[src/rtl/rf_ld_indirect_reader_pkg.sv]
// Shared types and default geometry for the LD-indirect register-file reader.
// The optional REQ timeout (macro LD_TIMEOUT_EN) uses TIMEOUT_DEF as its default limit.
package rf_ld_indirect_reader_pkg;

  localparam int unsigned DATA_W_DEF  = 4;
  localparam int unsigned NREG_DEF    = 4;
  localparam int unsigned RA_W_DEF    = 2;
  localparam int unsigned TIMEOUT_DEF = 15;

  typedef enum logic [1:0] {
    StIdle = 2'd0,
    StPtr  = 2'd1,
    StReq  = 2'd2,
    StWb   = 2'd3
  } ld_state_e;

endpackage

[src/rtl/rf_ld_indirect_reader_if.sv]
// Bundle of control, register-file, memory and write-back signals around the reader.
// The err line exists only when LD_TIMEOUT_EN is defined.
interface rf_ld_indirect_reader_if
  import rf_ld_indirect_reader_pkg::*;
#(
  parameter int unsigned DATA_W = DATA_W_DEF,
  parameter int unsigned NREG   = NREG_DEF,
  parameter int unsigned RA_W   = RA_W_DEF
) ();

  logic              start;
  logic [RA_W-1:0]   rs;
  logic [RA_W-1:0]   rd;
  logic [RA_W-1:0]   rf_rd_addr;
  logic [DATA_W-1:0] rf_rd_data;
  logic              mem_req;
  logic [DATA_W-1:0] mem_addr;
  logic              mem_ack;
  logic [DATA_W-1:0] mem_rdata;
  logic [NREG-1:0]   wb_sel;
  logic [DATA_W-1:0] wb_data;
  logic              busy;
  logic              done;
`ifdef LD_TIMEOUT_EN
  logic              err;
`endif

  // The sequencer itself.
  modport slave (
    input  start, rs, rd, rf_rd_data, mem_ack, mem_rdata,
    output rf_rd_addr, mem_req, mem_addr, wb_sel, wb_data, busy, done
`ifdef LD_TIMEOUT_EN
    , output err
`endif
  );

  // Control unit, register file and memory side.
  modport master (
    output start, rs, rd, rf_rd_data, mem_ack, mem_rdata,
    input  rf_rd_addr, mem_req, mem_addr, wb_sel, wb_data, busy, done
`ifdef LD_TIMEOUT_EN
    , input err
`endif
  );

endinterface

[src/rtl/rf_ld_indirect_reader_sel_decode.sv]
// Register-index to one-hot write-enable decoder (rf_sel_decode); all zeros when disabled.
module rf_sel_decode
  import rf_ld_indirect_reader_pkg::*;
#(
  parameter int unsigned NREG = NREG_DEF,
  parameter int unsigned RA_W = RA_W_DEF
) (
  input  logic [RA_W-1:0] i_idx,
  input  logic            i_en,
  output logic [NREG-1:0] o_sel
);

  always_comb begin
    o_sel = '0;
    if (i_en) begin
      o_sel[i_idx] = 1'b1;
    end
  end

endmodule

[src/rtl/rf_ld_indirect_reader.sv]
// Sequencer for LD Rd, [Rs]: read pointer Rs, fetch memory at it, write the word into Rd.
// Define LD_TIMEOUT_EN to bound the memory wait by TIMEOUT cycles and report err.
module rf_ld_indirect_reader
  import rf_ld_indirect_reader_pkg::*;
#(
  parameter int unsigned DATA_W  = DATA_W_DEF,
  parameter int unsigned NREG    = NREG_DEF,
  parameter int unsigned RA_W    = RA_W_DEF
`ifdef LD_TIMEOUT_EN
  , parameter int unsigned TIMEOUT = TIMEOUT_DEF
`endif
) (
  input logic clk,
  input logic reset,
  rf_ld_indirect_reader_if.slave bus
);

  ld_state_e         r_state;
  logic [RA_W-1:0]   r_rs;
  logic [RA_W-1:0]   r_rd;
  logic              r_mem_req;
  logic [DATA_W-1:0] r_mem_addr;
  logic [NREG-1:0]   r_wb_sel;
  logic [DATA_W-1:0] r_wb_data;
  logic              r_busy;
  logic              r_done;

  logic              w_wb_en;
  logic [NREG-1:0]   w_sel;

`ifdef LD_TIMEOUT_EN
  localparam int unsigned CntW = $clog2(TIMEOUT + 1);
  logic [CntW-1:0]   r_cnt;
  logic              r_err;
`endif

  // Write enable is computed one cycle early so wb_sel is registered into WB.
  assign w_wb_en = (r_state == StReq) && bus.mem_ack;

  rf_sel_decode #(
    .NREG (NREG),
    .RA_W (RA_W)
  ) u_sel_decode (
    .i_idx (r_rd),
    .i_en  (w_wb_en),
    .o_sel (w_sel)
  );

  always_ff @(posedge clk) begin
    if (reset) begin
      r_state    <= StIdle;
      r_rs       <= '0;
      r_rd       <= '0;
      r_mem_req  <= 1'b0;
      r_mem_addr <= '0;
      r_wb_sel   <= '0;
      r_wb_data  <= '0;
      r_busy     <= 1'b0;
      r_done     <= 1'b0;
`ifdef LD_TIMEOUT_EN
      r_cnt      <= '0;
      r_err      <= 1'b0;
`endif
    end else begin
      r_done   <= 1'b0;
      r_wb_sel <= '0;
`ifdef LD_TIMEOUT_EN
      r_err    <= 1'b0;
`endif
      case (r_state)
        StIdle: begin
          if (bus.start) begin
            r_rs    <= bus.rs;
            r_rd    <= bus.rd;
            r_busy  <= 1'b1;
            r_state <= StPtr;
          end
        end
        StPtr: begin
          // The address register doubles as the pointer register.
          r_mem_addr <= bus.rf_rd_data;
          r_mem_req  <= 1'b1;
`ifdef LD_TIMEOUT_EN
          r_cnt      <= '0;
`endif
          r_state    <= StReq;
        end
        StReq: begin
          if (bus.mem_ack) begin
            r_wb_data <= bus.mem_rdata;
            r_wb_sel  <= w_sel;
            r_done    <= 1'b1;
            r_mem_req <= 1'b0;
            r_state   <= StWb;
`ifdef LD_TIMEOUT_EN
          end else if (r_cnt == CntW'(TIMEOUT - 1)) begin
            r_mem_req <= 1'b0;
            r_err     <= 1'b1;
            r_busy    <= 1'b0;
            r_state   <= StIdle;
          end else begin
            r_cnt <= r_cnt + 1'b1;
`endif
          end
        end
        StWb: begin
          r_busy  <= 1'b0;
          r_state <= StIdle;
        end
        default: r_state <= StIdle;
      endcase
    end
  end

  assign bus.rf_rd_addr = r_rs;
  assign bus.mem_req    = r_mem_req;
  assign bus.mem_addr   = r_mem_addr;
  assign bus.wb_sel     = r_wb_sel;
  assign bus.wb_data    = r_wb_data;
  assign bus.busy       = r_busy;
  assign bus.done       = r_done;
`ifdef LD_TIMEOUT_EN
  assign bus.err        = r_err;
`endif

endmodule

[src/flat_wrapper.sv]
// flat-port wrapper written by rule: the top's interface ports become plain ports
module rf_ld_indirect_reader_flat import rf_ld_indirect_reader_pkg::*;
#(
  parameter int unsigned DATA_W  = DATA_W_DEF,
  parameter int unsigned NREG    = NREG_DEF,
  parameter int unsigned RA_W    = RA_W_DEF

)
  (clk, reset, bus_start, bus_rs, bus_rd, bus_rf_rd_data, bus_mem_ack, bus_mem_rdata, bus_rf_rd_addr, bus_mem_req, bus_mem_addr, bus_wb_sel, bus_wb_data, bus_busy, bus_done);
  rf_ld_indirect_reader_if #(.DATA_W(DATA_W), .NREG(NREG), .RA_W(RA_W)) bus_i ();
  input logic clk;
  input logic reset;
  input wire logic [$bits(bus_i.start)-1:0] bus_start;
  input wire logic [$bits(bus_i.rs)-1:0] bus_rs;
  input wire logic [$bits(bus_i.rd)-1:0] bus_rd;
  input wire logic [$bits(bus_i.rf_rd_data)-1:0] bus_rf_rd_data;
  input wire logic [$bits(bus_i.mem_ack)-1:0] bus_mem_ack;
  input wire logic [$bits(bus_i.mem_rdata)-1:0] bus_mem_rdata;
  output wire logic [$bits(bus_i.rf_rd_addr)-1:0] bus_rf_rd_addr;
  output wire logic [$bits(bus_i.mem_req)-1:0] bus_mem_req;
  output wire logic [$bits(bus_i.mem_addr)-1:0] bus_mem_addr;
  output wire logic [$bits(bus_i.wb_sel)-1:0] bus_wb_sel;
  output wire logic [$bits(bus_i.wb_data)-1:0] bus_wb_data;
  output wire logic [$bits(bus_i.busy)-1:0] bus_busy;
  output wire logic [$bits(bus_i.done)-1:0] bus_done;
  assign bus_i.start = bus_start;
  assign bus_i.rs = bus_rs;
  assign bus_i.rd = bus_rd;
  assign bus_i.rf_rd_data = bus_rf_rd_data;
  assign bus_i.mem_ack = bus_mem_ack;
  assign bus_i.mem_rdata = bus_mem_rdata;
  assign bus_rf_rd_addr = bus_i.rf_rd_addr;
  assign bus_mem_req = bus_i.mem_req;
  assign bus_mem_addr = bus_i.mem_addr;
  assign bus_wb_sel = bus_i.wb_sel;
  assign bus_wb_data = bus_i.wb_data;
  assign bus_busy = bus_i.busy;
  assign bus_done = bus_i.done;
  rf_ld_indirect_reader #(.DATA_W(DATA_W), .NREG(NREG), .RA_W(RA_W)) u_core (.clk(clk), .reset(reset), .bus(bus_i));
endmodule
[config.mk]
export PLATFORM = sky130hd
export DESIGN_NAME = rf_ld_indirect_reader_flat
export DESIGN_NICKNAME = d
export VERILOG_FILES = /design/src/rtl/rf_ld_indirect_reader_pkg.sv /design/src/rtl/rf_ld_indirect_reader_if.sv /design/src/rtl/rf_ld_indirect_reader_sel_decode.sv /design/src/rtl/rf_ld_indirect_reader.sv /design/src/flat_wrapper.sv
export SDC_FILE = /design/constraint.sdc
export NUM_CORES = 1
export LEC_CHECK = 0
export CORE_ASPECT_RATIO = 1.25
export CORE_UTILIZATION = 39
export CTS_BUF_LIST = sky130_fd_sc_hd__clkbuf_4 sky130_fd_sc_hd__clkbuf_8
export DETAILED_ROUTE_END_ITERATION = 8
export PLACE_DENSITY = 0.76
export SLEW_MARGIN = 40
export SYNTH_ARGS = -nofsm -noshare
export SYNTH_HDL_FRONTEND = slang
export SYNTH_SLANG_ARGS = --single-unit
export TNS_END_PERCENT = 1
[constraint.sdc]
create_clock -name clk -period 1.65 [get_ports clk]
set_clock_uncertainty 0.05 [all_clocks]
set_input_delay 0.33 -clock clk [delete_from_list [all_inputs] [get_ports clk]]
set_output_delay 0.33 -clock clk [all_outputs]
set_load 0.02 [all_outputs]
==> run metrics, run 1 <==
crit path capture type output port; I/O pin total 33; sw frac 36.2%; post-route ant nets 0; Multi-input gate area approximately 370 µm²; storage element area 423 µm²; vias in the first global route 718; Worst setup SP type flip-flop; Hold WS 0.411 ns; Post-DP HPWL 1.29 mm; fill count 180; register area share after synthesis 51.5%; Die ar. 0.00228 mm²; final WL 1.71 mm; first-pass GRT wire length 2.85 mm; # port buffers 32; Via Count 740; final core occ 62.3%; CTS H-Tree Depth 1; Clock Tree Buf Depth 2; R2R Setup Slk ~0.050 ns; final antenna diode count 0; CP Max Fanout 1; global route overflow 0; unrepaired setup endpoints after global routing yes; HP Start u_core.bus.wb_data[0]$_SDFFE_PP0P_; Max Freq 619 MHz; Crit. Startpoint u_core.bus.wb_sel[3]$_SDFF_PP0_; combinational share of power roughly 43%; Via density just over 5; Max-Cap Viols 0; Lkg Pwr 0.000593 µW; worst-skew pair later-pin latency 0.31 ns; actual slew at the worst max-slew pin 0.261 ns; Cell Pwr Density 1300 mW/mm²; Syn Inst Count between 80 and 90; Synth Cell Area about 820 µm²; Syn Area/Cell 9.49 µm²; largest net degree at the start of global routing 17; Synth cell types 20; crit path DAT 1.24 ns; core area slightly below 0.002 mm²; status completed; Final Cell Area 0.00123 mm²; Internal about 1000 µW; Clock Power Share 15.7%; hold_buf cts 0; worst min-delay path class flip-flop to flip-flop; die height 53.1 µm; max-slew violations 0; RR Startpoint u_core.r_state[0]$_SDFFE_PP0P_; Worst EP required 1.27 ns; most frequent cells in the layout clkdlybuf4s50_1, dfxtp_1, nand2_1; setup violators final 0; Seq pwr share 41.8%; Synth area leaders dfxtp_1, ha_1, a21oi_1, nand3_1, mux2i_1; placed cell areas 0.00120 mm²; VDD IR max approximately 930 µV; Slew headroom 82.6%; Ys Warns 0; Std-Cell Rows 18; TritonCTS clock tree yes; share of layout cells above drive strength 1 between 10% and 20%; postcts setup bufs 0; gr usage total between 10% and 20%; largest area contributor in the synthesized netlist dfxtp_1; critical path's top delay family buffers and inverters; CP Buf/Inv Count 1; Final nets 149; Setup TNS 0 ns; Die Wd roughly 43 µm; syn_nets 108; top cell type's share of synthesized area 51.5%; Hold Vio Cnt, Final 0; First DRT Iteration DRCs 5; clock slew at reported path FFs 0.12 ns; commonest non-fill, non-tap cell in the layout clkdlybuf4s50_1; Cell Chain, Critical Path clkdlybuf4s50_1; Root Buffer clkbuf_4; Crit Path Category flip-flop to output port; net switching power slightly below 600 µW; starting density of the core 41.2%; number of CTS-inserted buffers 3; # DRC 0; Slowest cell on crit path clkdlybuf4s50_1; max incr delay on CP 0.59 ns; Final Cycle Share 97.9%; P&R area growth vs syn 51.4%; #FFs+latches synth 21; wire length per cell around 12 µm; DRT Pass-1 Iters 4; initial antenna violation count 0; GPL Wtd Cong 0.773; Sink Count 21; post-layout min period 1.62 ns
-- metal layers --
layer / track usage (%) / vias to the layer above / part of all wire, % / wire length [µm]
met5: 0 / - / 0 / 0
met4: 7.81 / 0 / 1.5 / 25
met3: 3.41 / 4 / 5.8 / 99
met2: 31.3 / 28 / 52 / 884
met1: 17.4 / 327 / 41 / 699
li1: - / 381 / - / -
-- power groups by stage --
| stage | clock, µW | combinational (µW) | sequential [µW] |
|---|---|---|---|
| floorplan | 0 | 340 | 753 |
| global placement | 0 | 690 | 678 |
| detailed placement | 0 | 710 | 679 |
| CTS | 258 | 691 | 667 |
| global route | 270 | 773 | 688 |
| finish | 252 | 682 | 672 |
-- timing repair --
action | 4_1_cts | 5_1_grt
gates resized for setup | 7 | 7
pin swaps | 0 | 0
hold endpoints to repair | 0 | 0
setup endpoints to repair | 7 | 7
-- registers in the layout, indices dropped and copies added (netlist names), 2 cells and up --
| signal | count |
|---|---|
| u_core.bus.mem_addr | 4 |
| u_core.bus.wb_sel | 4 |
| u_core.bus.wb_data | 4 |
| u_core.r_rd | 2 |
| u_core.r_state | 2 |
| u_core.bus.rf_rd_addr | 2 |
-- cell families after synthesis --
logic type / synth area share [%]
multiplexers: 6.29
buffers and inverters: 2.91
AO/OA/AOI/OAI: 8.89
AND/OR/NAND/NOR: 21.2
flip-flops: 51.5
adder cells (fa/ha/maj): 9.20
-- cells in the mapped netlist --
master / number
nand2_1: 10
mux2i_1: 4
clkbuf_1: 2
inv_1: 3
nor4_1: 1
buf_2: 1
nand3_1: 9
mux2_2: 1
and3_1: 1
a21oi_1: 9
a211oi_1: 1
dfxtp_1: 21
or4_1: 1
or4b_1: 1
nor2_1: 8
nor2b_1: 2
o21ai_0: 1
ha_1: 6
nor4b_1: 2
o31ai_1: 2
-- stage by stage --
stage               total power [µW]  setup slack (ns)  instances
finish                          1610            0.0346        146
global route                    1730           -0.0581        146
CTS                             1620           0.00147        146
detailed placement              1390            0.0386        142
global placement                1370            0.0630        142
floorplan                       1090             0.114         86
-- area by class of cell --
| type | instances | area share [%] |
|---|---|---|
| tap | 20 | 2.03 |
| clock buffer | 3 | 1.82 |
| multi-input combinational | 59 | 30.1 |
| inverter | 3 | 0.912 |
| sequential | 21 | 34.2 |
| timing repair buffer | 39 | 30.5 |
| clock inverter | 1 | 0.405 |
-- final timing paths --
kind                                   endpoint  cells past startpoint
max                               bus_wb_sel[3]                      1
min          u_core.bus.wb_data[0]$_SDFFE_PP0P_                      2
max reg2reg      u_core.r_state[1]$_SDFFE_PP0P_                      5
min reg2reg  u_core.bus.wb_data[0]$_SDFFE_PP0P_                      2
Note: power is estimated with default switching activity, not from simulation.
==> run 2, diff against run 1 <==
--- a/config.mk
+++ b/config.mk
@@ -9,7 +9,7 @@
 export CORE_UTILIZATION = 39
 export CTS_BUF_LIST = sky130_fd_sc_hd__clkbuf_4 sky130_fd_sc_hd__clkbuf_8
 export DETAILED_ROUTE_END_ITERATION = 8
-export PLACE_DENSITY = 0.76
+export PLACE_DENSITY_LB_ADDON = 0.3
 export SLEW_MARGIN = 40
 export SYNTH_ARGS = -nofsm -noshare
 export SYNTH_HDL_FRONTEND = slang
==> run 2 against run 1 <==
  * The flow now finishes with violations (design-rule violations)
  * First-iteration DRC count increased by 60%
  * Critical path depth stayed put
  * Highest routed layer unchanged
  * Clock power shrank 2%
==> run metrics, run 2 (same netlist as run 1, synthesis figures left out) <==
placed cell areas 0.00120 mm²; failing checks design-rule violations; share of layout cells above drive strength 1 11.9%; Setup TNS 0 ns; Worst EP required 1.27 ns; global route overflow 0; Max Freq approximately 630 MHz; most frequent cells in the layout dfxtp_1, clkdlybuf4s50_1, dlymetal6s2s_1; P&R area growth vs syn 54.1%; Max-Cap Viols 0; Cell Chain, Critical Path clkdlybuf4s50_1; initial antenna violation count 0; CP Buf/Inv Count 1; worst min-delay path class flip-flop to flip-flop; postcts setup bufs 0; commonest non-fill, non-tap cell in the layout dfxtp_1; hold-critical path depth 2; CP Max Fanout 1; post-route ant nets 0; Crit Path Category flip-flop to output port; VDD IR max 671 µV; Cell Pwr Density 1280 mW/mm²; wire length per cell between 10 and 15 µm; setup violators final 0; DP Worst Slack 0.00907 ns; post-layout min period 1.59 ns; starting density of the core approximately two fifths; unrepaired setup endpoints after global routing no; Clock Tree Buf Depth 2; final WL 1.68 mm; Die Wd 42.9 µm; status finished, violations left; core area 0.00198 mm²; Hold WS roughly 0.41 ns; clock slew at reported path FFs ~0.12 ns; gr usage total roughly 16%; final antenna diode count 0; Levels on crit path 1; Slew headroom between 80% and 90%; Hold EP u_core.bus.wb_data[0]$_SDFFE_PP0P_; Final Cell Area 0.00126 mm²; Sink Count 21; First DRT Iteration DRCs 8; number of CTS-inserted buffers 3; Std-Cell Rows 18; die height around 53 µm; critical path's top delay family buffers and inverters; Final WS setup 0.0592 ns; Final nets 149; max-slew violations 0; R2R Setup Slk 0.10 ns; Hold Vio Cnt, Final 0; actual slew at the worst max-slew pin about 0.26 ns; Slowest cell on crit path clkdlybuf4s50_1; Post-DP HPWL between 1 and 1.5 mm; TritonCTS clock tree yes; max incr delay on CP 0.59 ns; vias in the first global route 647; crit path DAT 1.21 ns; Lkg Pwr 0.000700 µW; first-pass GRT wire length between 2 and 3 mm; Via Count roughly 740; # DRC 1; GPL Wtd Cong 0.726; crit path capture type output port; worst-skew pair later-pin latency approximately 0.3 ns; HP Start u_core.bus.wb_data[0]$_SDFFE_PP0P_; FF-to-FF End u_core.r_state[0]$_SDFFE_PP0P_; CTS H-Tree Depth 1; I/O pin total 33; Die ar. 0.00228 mm²; Via density between 5 and 6; Root Buffer clkbuf_4; RR Startpoint u_core.r_state[1]$_SDFFE_PP0P_; DRT Pass-1 Iters 6; largest net degree at the start of global routing 15; Final Cycle Share 96.4%; Reg2Reg Depth 5; # port buffers 32; Power Total about 1600 µW; Worst setup SP type flip-flop; hold_buf cts 0
run 2: worst max path at each step:
stage | slack [ns] | end | startpoint
5_1_grt | 0.004 | bus_wb_sel[1] | u_core.bus.wb_sel[1]$_SDFF_PP0_
6_report | 0.06 | bus_wb_sel[1] | u_core.bus.wb_sel[1]$_SDFF_PP0_
4_1_cts | 0.002 | bus_wb_data[0] | u_core.bus.wb_data[0]$_SDFFE_PP0P_
2_1_floorplan | 0.11 | u_core.r_state[0]$_SDFFE_PP0P_ | u_core.r_state[0]$_SDFFE_PP0P_
3_5_place_dp | 0.009 | u_core.r_state[0]$_SDFFE_PP0P_ | bus_mem_ack
3_3_place_gp | 0.05 | u_core.r_state[0]$_SDFFE_PP0P_ | bus_mem_ack
run 2: power by group:
| group | internal [µW] | switching [µW] | total (µW) |
|---|---|---|---|
| Combinational | 331 | 358 | 689 |
| Clock | 90.2 | 156 | 246 |
| Sequential | 610 | 63.7 | 674 |
| Total | 1030 | 578 | 1610 |
run 2: what timing repair did:
action | in CTS | in global routing
setup endpoints to repair | 3 | 14
cloned | 0 | 0
pin swaps | 0 | 0
resized for setup | 3 | 15
run 2: area by class of cell:
cell class	count	area, µm²
flip-flops and latches	21	423
clock buffers	3	22.5
well taps	20	25.0
inverters	3	11.3
multi-input cells	59	372
clock inverters	1	5.00
repair buffers	39	399
fillers	166	724
run 2: per-layer routing:
metal | GRT usage (%) | share of wire, %
met2 | 26.5 | 50
met3 | 5.12 | 6.7
met4 | 7.81 | 0.59
met5 | 0 | 0
met1 | 18.1 | 43
run 2: stage by stage:
step	utilization, %	std cells
global route	63.4	146
global placement	60.6	142
CTS	61.8	146
finish	63.4	146
detailed placement	60.6	142
floorplan	-	86
